## src/rtl/sonar_pkg.sv

```systemverilog
// sonar_pkg: state codes, frame constants and per-state control decode for sonar_uc.
package sonar_pkg;
   localparam int unsigned FRAME_LEN          = 8;
   localparam int unsigned TIMEOUT_CYCLES_DEF = 2_500_000;

   typedef enum logic [3:0] {
      INICIAL        = 4'h0,
      PREPARACAO     = 4'h1,
      ESPERA         = 4'h2,
      MEDIDA         = 4'h3,
      AGUARDA_MEDIDA = 4'h4,
      TRANSMITE      = 4'h5,
      ESPERA_SERIAL  = 4'h6,
      PROXIMO_CHAR   = 4'h7,
      ATUALIZA       = 4'h8,
      TIMEOUT        = 4'hE
   } state_t;

   typedef struct packed {
      logic zera_timer;
      logic conta_timer;
      logic zera_posicao;
      logic conta_posicao;
      logic reset_servo;
      logic medir;
      logic zera_serial;
      logic conta_serial;
      logic partida_serial;
      logic medida_invalida;
   } ctrl_t;

   function automatic ctrl_t decode(state_t s);
      ctrl_t c;
      c.zera_timer      = s == PREPARACAO || s == ATUALIZA;
      c.conta_timer     = s == ESPERA;
      c.zera_posicao    = s == PREPARACAO;
      c.conta_posicao   = s == ATUALIZA;
      c.reset_servo     = s == PREPARACAO;
      c.medir           = s == MEDIDA;
      c.zera_serial     = s == PREPARACAO || s == ATUALIZA;
      c.conta_serial    = s == PROXIMO_CHAR;
      c.partida_serial  = s == TRANSMITE;
      c.medida_invalida = s == TIMEOUT;
      return c;
   endfunction
endpackage

```

## src/rtl/sonar_watchdog.sv

```systemverilog
// sonar_watchdog: saturating up-counter with sync clear, enable and terminal-count flag.
module sonar_watchdog #(
   parameter int unsigned LIMIT = 16
) (
   input  logic clk_i,
   input  logic rst_i,
   input  logic clr_i,
   input  logic en_i,
   output logic tc_o
);
   localparam int unsigned W = LIMIT > 1 ? $clog2(LIMIT) : 1;
   logic [W-1:0] cnt_q;
   assign tc_o = cnt_q == W'(LIMIT - 1);
   always_ff @(posedge clk_i) begin
      if (rst_i || clr_i) cnt_q <= '0;
      else if (en_i && !tc_o) cnt_q <= cnt_q + 1'b1;
   end
endmodule

```

## src/rtl/sonar_uc.sv

```systemverilog
// sonar_uc: scan-step sequencer for the sweeping sonar (settle, measure, send frame, advance).
// Define SONAR_UC_TIMEOUT_EN to add the lost-measurement watchdog and TIMEOUT state.
module sonar_uc
   import sonar_pkg::*;
#(
   parameter int unsigned TIMEOUT_CYCLES = TIMEOUT_CYCLES_DEF
) (
   input  logic       clock,
   input  logic       reset,
   input  logic       ligar,
   input  logic       fim_timer,
   input  logic       pronto_medida,
   input  logic       pronto_serial,
   input  logic       fim_transmissao,
   output logic       zera_timer,
   output logic       conta_timer,
   output logic       zera_posicao,
   output logic       conta_posicao,
   output logic       reset_servo,
   output logic       medir,
   output logic       zera_serial,
   output logic       conta_serial,
   output logic       partida_serial,
   output logic       medida_invalida,
   output logic [3:0] db_estado
);
   state_t state_q, state_d;
   ctrl_t  ctrl_q;
   logic   tc;

`ifdef SONAR_UC_TIMEOUT_EN
   sonar_watchdog #(.LIMIT(TIMEOUT_CYCLES)) u_watchdog (
      .clk_i(clock),
      .rst_i(reset),
      .clr_i(state_q != AGUARDA_MEDIDA),
      .en_i (state_q == AGUARDA_MEDIDA),
      .tc_o (tc)
   );
   assign medida_invalida = ctrl_q.medida_invalida;
`else
   logic unused_timeout;
   assign tc              = 1'b0;
   assign medida_invalida = 1'b0;
   assign unused_timeout  = ctrl_q.medida_invalida | (TIMEOUT_CYCLES != 0);
`endif

   // Serial states ignore ligar until the character in flight is done.
   always_comb begin
      state_d = INICIAL;
      case (state_q)
         INICIAL:        state_d = ligar ? PREPARACAO : INICIAL;
         PREPARACAO:     state_d = ESPERA;
         ESPERA:         state_d = !ligar ? INICIAL : fim_timer ? MEDIDA : ESPERA;
         MEDIDA:         state_d = ligar ? AGUARDA_MEDIDA : INICIAL;
         AGUARDA_MEDIDA: state_d = !ligar ? INICIAL : pronto_medida ? TRANSMITE :
                                   tc ? TIMEOUT : AGUARDA_MEDIDA;
         TRANSMITE:      state_d = ESPERA_SERIAL;
         ESPERA_SERIAL:  state_d = !pronto_serial ? ESPERA_SERIAL : !ligar ? INICIAL :
                                   fim_transmissao ? ATUALIZA : PROXIMO_CHAR;
         PROXIMO_CHAR:   state_d = TRANSMITE;
         ATUALIZA:       state_d = ligar ? ESPERA : INICIAL;
         TIMEOUT:        state_d = ligar ? ATUALIZA : INICIAL;
         default:        state_d = INICIAL;
      endcase
   end

   always_ff @(posedge clock) begin
      state_q <= reset ? INICIAL : state_d;
      ctrl_q  <= reset ? '0 : decode(state_d);
   end

   assign zera_timer     = ctrl_q.zera_timer;
   assign conta_timer    = ctrl_q.conta_timer;
   assign zera_posicao   = ctrl_q.zera_posicao;
   assign conta_posicao  = ctrl_q.conta_posicao;
   assign reset_servo    = ctrl_q.reset_servo;
   assign medir          = ctrl_q.medir;
   assign zera_serial    = ctrl_q.zera_serial;
   assign conta_serial   = ctrl_q.conta_serial;
   assign partida_serial = ctrl_q.partida_serial;
   assign db_estado      = state_q;
endmodule

```

## config.mk

```make
export PLATFORM = sky130hd
export DESIGN_NAME = sonar_uc
export DESIGN_NICKNAME = d
export VERILOG_FILES = /design/src/rtl/sonar_pkg.sv /design/src/rtl/sonar_watchdog.sv /design/src/rtl/sonar_uc.sv
export SDC_FILE = /design/constraint.sdc
export NUM_CORES = 1
export LEC_CHECK = 0
export ABC_AREA = 0
export BUFFER_PORTS_ARGS = -buffer_cell sky130_fd_sc_hd__buf_2
export CORE_MARGIN = 4
export CORE_UTILIZATION = 30
export CTS_CLUSTER_DIAMETER = 100
export DETAILED_ROUTE_END_ITERATION = 7
export PLACE_DENSITY_LB_ADDON = 0.3
export SLEW_MARGIN = 10
export SYNTH_ARGS = -nofsm -noshare
export SYNTH_HDL_FRONTEND = slang
export SYNTH_SLANG_ARGS = --single-unit
```

## constraint.sdc

```tcl
create_clock -name clock -period 1.65 [get_ports clock]
set_input_delay 0.165 -clock clock [delete_from_list [all_inputs] [get_ports clock]]
set_output_delay 0.165 -clock clock [all_outputs]
set_load 0.005 [all_outputs]
```

# [Word-level counts from Yosys, hierarchy flattened]
# Cells that the tools add are included.
[totals] register_bits=11 word_cells=37 out_inout_bits=14
[classes] mux=12 n_eq_ne=15 reduce_logical=2
[op_table] op="$pmux W4 S10" count=1
[op_table] op="$eq A4 B3 Y1 const B" count=6
[op_table] op="$eq A4 B2 Y1 const B" count=4
[op_table] op="$mux W4" count=4
[op_table] op="$eq A4 B4 Y1 const B" count=3
[op_table] op="$eq A4 B1 Y1 const B" count=2
[op_table] op="$mux W3" count=2
[op_table] op="$logic_not A4 Y1" count=1
[op_table] op="$mux W2" count=2
[op_table] op="$mux W1" count=3
[op_table] op="$logic_or A1 B1 Y1" count=1

# [Logic depth before layout (Yosys ltp)]
[logic_depth] word_depth=6 ltp_mapped=4 ltp_nobuf=4

# [Worst setup path before layout]
# No wires, ideal clock.
[synth_timing] kind="flip-flop to flip-flop" from="register state_q[2], in the netlist db_estado[2]" to="register ctrl_q, in the netlist conta_timer" path_buffers=0 synth_period_minus_slack_ns=1.289 path_stages_with_launch=5 setup_time_ns=0.088 required_time_ns=1.562 slack_ns=0.361 arrival_ns=1.201 path_cell_list="dfxtp_1 > and2_4 > a2111oi_4 > nor2_2 > nor4_2"
[synth_via] elab_chain_len=3 elab_cells_between_ends=12 classes_between="10 x eq/ne; 1 x mux; 1 x reduce/logical"
[synth_lines] item="start, declared" line_no="sonar_uc.sv:27" source="state_t state_q, state_d;"
[synth_lines] item="start signal, assigned" line_no="sonar_uc.sv:68" source="state_q <= reset ? INICIAL : state_d;"
[synth_lines] item="$eq A4 B4 Y1 (tied with other cells)" line_no="sonar_uc.sv:50" source="case (state_q)"
[synth_lines] item="$pmux W4 S10 *" line_no="sonar_uc.sv:50"
[synth_lines] item="$eq A4 B2 Y1 *" line_no="sonar_pkg.sv:35" source="c.conta_timer = s == ESPERA;"
[synth_lines] item="end signal, assigned" line_no="sonar_uc.sv:69" source="ctrl_q <= reset ? '0 : decode(state_d);"
[synth_lines] item="end, declared" line_no="sonar_uc.sv:28" source="ctrl_t ctrl_q;"
# Every way passes the cells marked *; elsewhere a longest branch is shown, timed or not.
# A chain may end at the register's enable or synchronous reset.

# [Worst setup path after layout]
[layout_timing] from="register state_q[1], in the netlist db_estado[1]" to="register ctrl_q, in the netlist zera_timer"
[layout_via] elab_chain_len=4 elab_cells_between_ends=14 classes_between="11 x eq/ne; 1 x mux; 2 x reduce/logical"
[layout_lines] item="$eq A4 B4 Y1 (tied with other cells)" line_no="sonar_uc.sv:50"
[layout_lines] item="$pmux W4 S10 *" line_no="sonar_uc.sv:50"
[layout_lines] item="$eq A4 B1 Y1 / $eq A4 B4 Y1 (equally long branches)" line_no="sonar_pkg.sv:34" source="c.zera_timer = s == PREPARACAO || s == ATUALIZA;"
[layout_lines] item="$logic_or A1 B1 Y1 *" line_no="sonar_pkg.sv:34"
# Marks and branches as above.

==> qor.yml <==
status: "completed"
cts_root_buffer: "clkbuf_4"
arrival_ps: 1580
grt_max_degree: 9
cts_hold_buf: 0
hold_viol_final: 0
p_per_area_mw_per_mm2: 743
tns_ps: 0
worst_ep_required_time_ps: 1820
fp.coreArea_mm2: 0.00178
grt_pass1_wl_um: 2090
finalHoldWorstSlack_ps: 176
vdd_drop_max_mv: 0.265
ys_types: 32
postRouteAntennaNets: 0
synth_nets: 65
power_leakage_uw: 0.000302
crit_type: "flip-flop to flip-flop"
grt_pass1_vias: 464
start_util_pct: 33.0
pin_count: 21
cts.sinks: 11
end_kind: "flip-flop"
ys_async_sr_fraction_pct: 0
syn-instance-count: 58
setup_viol: 0
slew_violations: 0
critical_path_peak_fanout: 7
grt_overflow: 0
tritoncts: "built"
insertion_delay_ps: 260
htree_levels: 1
layout_common_cells: "19 x buf_2, 11 x dfxtp_1, 5 x inv_1, 5 x nor2_1, 4 x nor3_1"
vias: 498
die_area_mm2: 0.00273
drive_above_1_share_pct: 44.3
clock.fmax_mhz: 709
setup_ws_ps: 240
final_common_cell: "buf_2"
ys_seq_area_share_pct: 37.4
min_period_over_period_pct: 85.4
num_rows: 15
layout_min_cycle_time_ps: 1410
post_drt_wl_per_cell_um: 12.7
syn_area_per_cell_um2: 10.1
clk_pin_slew_worst_paths_ps: 60
dp_hpwl_um: 1050
slowest_stage: "dfxtp_1"
area_delta_synth_final_pct: 23.4
cts_made_buffers: 3
clk_path_buf_depth: 2
worst_setup_path_start_kind: "flip-flop"
post_cts_resized: 0
pre_cts_ws_ps: 260
synth_area_um2: 588
routabilityCongestion: 0.812
synth_edf_count: 0
dr.pass1.iters: 4
synthFlopType: "dfxtp_1"
routed_wl_um: 1320
track_usage_pct: 10.7
synth_warnings: 0
drtIter0Drc: 7
num_antenna_cells: 0
port_buffers: 19
max-cap-violations: 0
rsz0062_at_grt: "false"
fin_skew_ps: 0.290
cp_cell_sequence: "inv_1, a21oi_1, o221ai_4, o32ai_1"
viasPerCell: 4.79
remaining_drc_errors: 0
post_cts_buffers: 0
synth_seq_cells: 11
hold_class: "input port to flip-flop"
antenna_found_initial: 0
final_nets: 87
die_h_um: 52.3
slowest_delay_ps: 470
fp.dieW_um: 52.3
sequential cells by signal, indices dropped and copies added (netlist names):
register,count
reset_servo,1
medir,1
conta_serial,1
partida_serial,1
conta_posicao,1
db_estado,4
conta_timer,1
zera_timer,1
worst paths after layout:
path | to | cells past startpoint | slack [ps] | from
setup / recovery | zera_timer$_SDFF_PP0_ | 4 | 240 | db_estado[1]$_SDFF_PP0_
hold / removal | conta_timer$_SDFF_PP0_ | 2 | 180 | reset
setup reg to reg | zera_timer$_SDFF_PP0_ | 4 | 240 | db_estado[1]$_SDFF_PP0_
hold reg to reg | partida_serial$_SDFF_PP0_ | 2 | 740 | db_estado[1]$_SDFF_PP0_
Yosys cell counts (2+ instances only):
library cell	instances	area, µm²
a21o_1	2	15.0
a21oi_1	2	10.0
buf_4	3	22.5
dfxtp_1	11	220
inv_1	5	18.8
nand2b_1	2	12.5
nor2_1	5	18.8
nor3_1	4	20.0
cells by family after synthesis:
family          Yosys count  share of synthesized area, %
buf+inv                   8                          7.02
flops                    11                          37.4
simple gates             27                          32.8
other cells               1                         0.638
compound gates           11                          22.1
report_power, final:
part	total [µW]	internal, µW	switching [µW]
Sequential	282	274	7.72
Combinational	81.6	35.1	46.4
Clock	176	93.5	82.2
final cells by class:
type                            count  area [µm²]
Multi-Input combinational cell     39         327
Fill cell                         183        1060
Sequential cell                    11         220
Inverter                            5        18.8
Clock buffer                        4        26.3
Timing Repair Buffer               20         103
Tap cell                           25        31.3
metal layers:
metal / routed length [µm] / vias up / track usage (%) / part of all wire, %
met1: 550 / 229 / 12.4 / 42
met3: 96 / 2 / 3.42 / 7.3
li1: - / 243 / - / -
met4: 23 / 0 / 5.11 / 1.7
met5: 0 / - / 0 / 0
met2: 651 / 24 / 17.8 / 49
worst max-delay path: cells and delay by family, from the launching register on:
family                 cells  cell delay [ps]
AO/OA/AOI/OAI              3              760
buffers and inverters      1              100
flip-flops                 1              470
per-stage QoR:
step	cells	instance area, µm²	power [µW]	utilization, %
2_1_floorplan	58	588	340	-
3_3_place_gp	100	699	368	39.2
3_5_place_dp	100	699	370	39.2
4_1_cts	104	726	547	40.7
5_1_grt	104	726	573	40.7
6_report	104	726	539	40.7
Note: power is estimated with default switching activity, not from simulation.
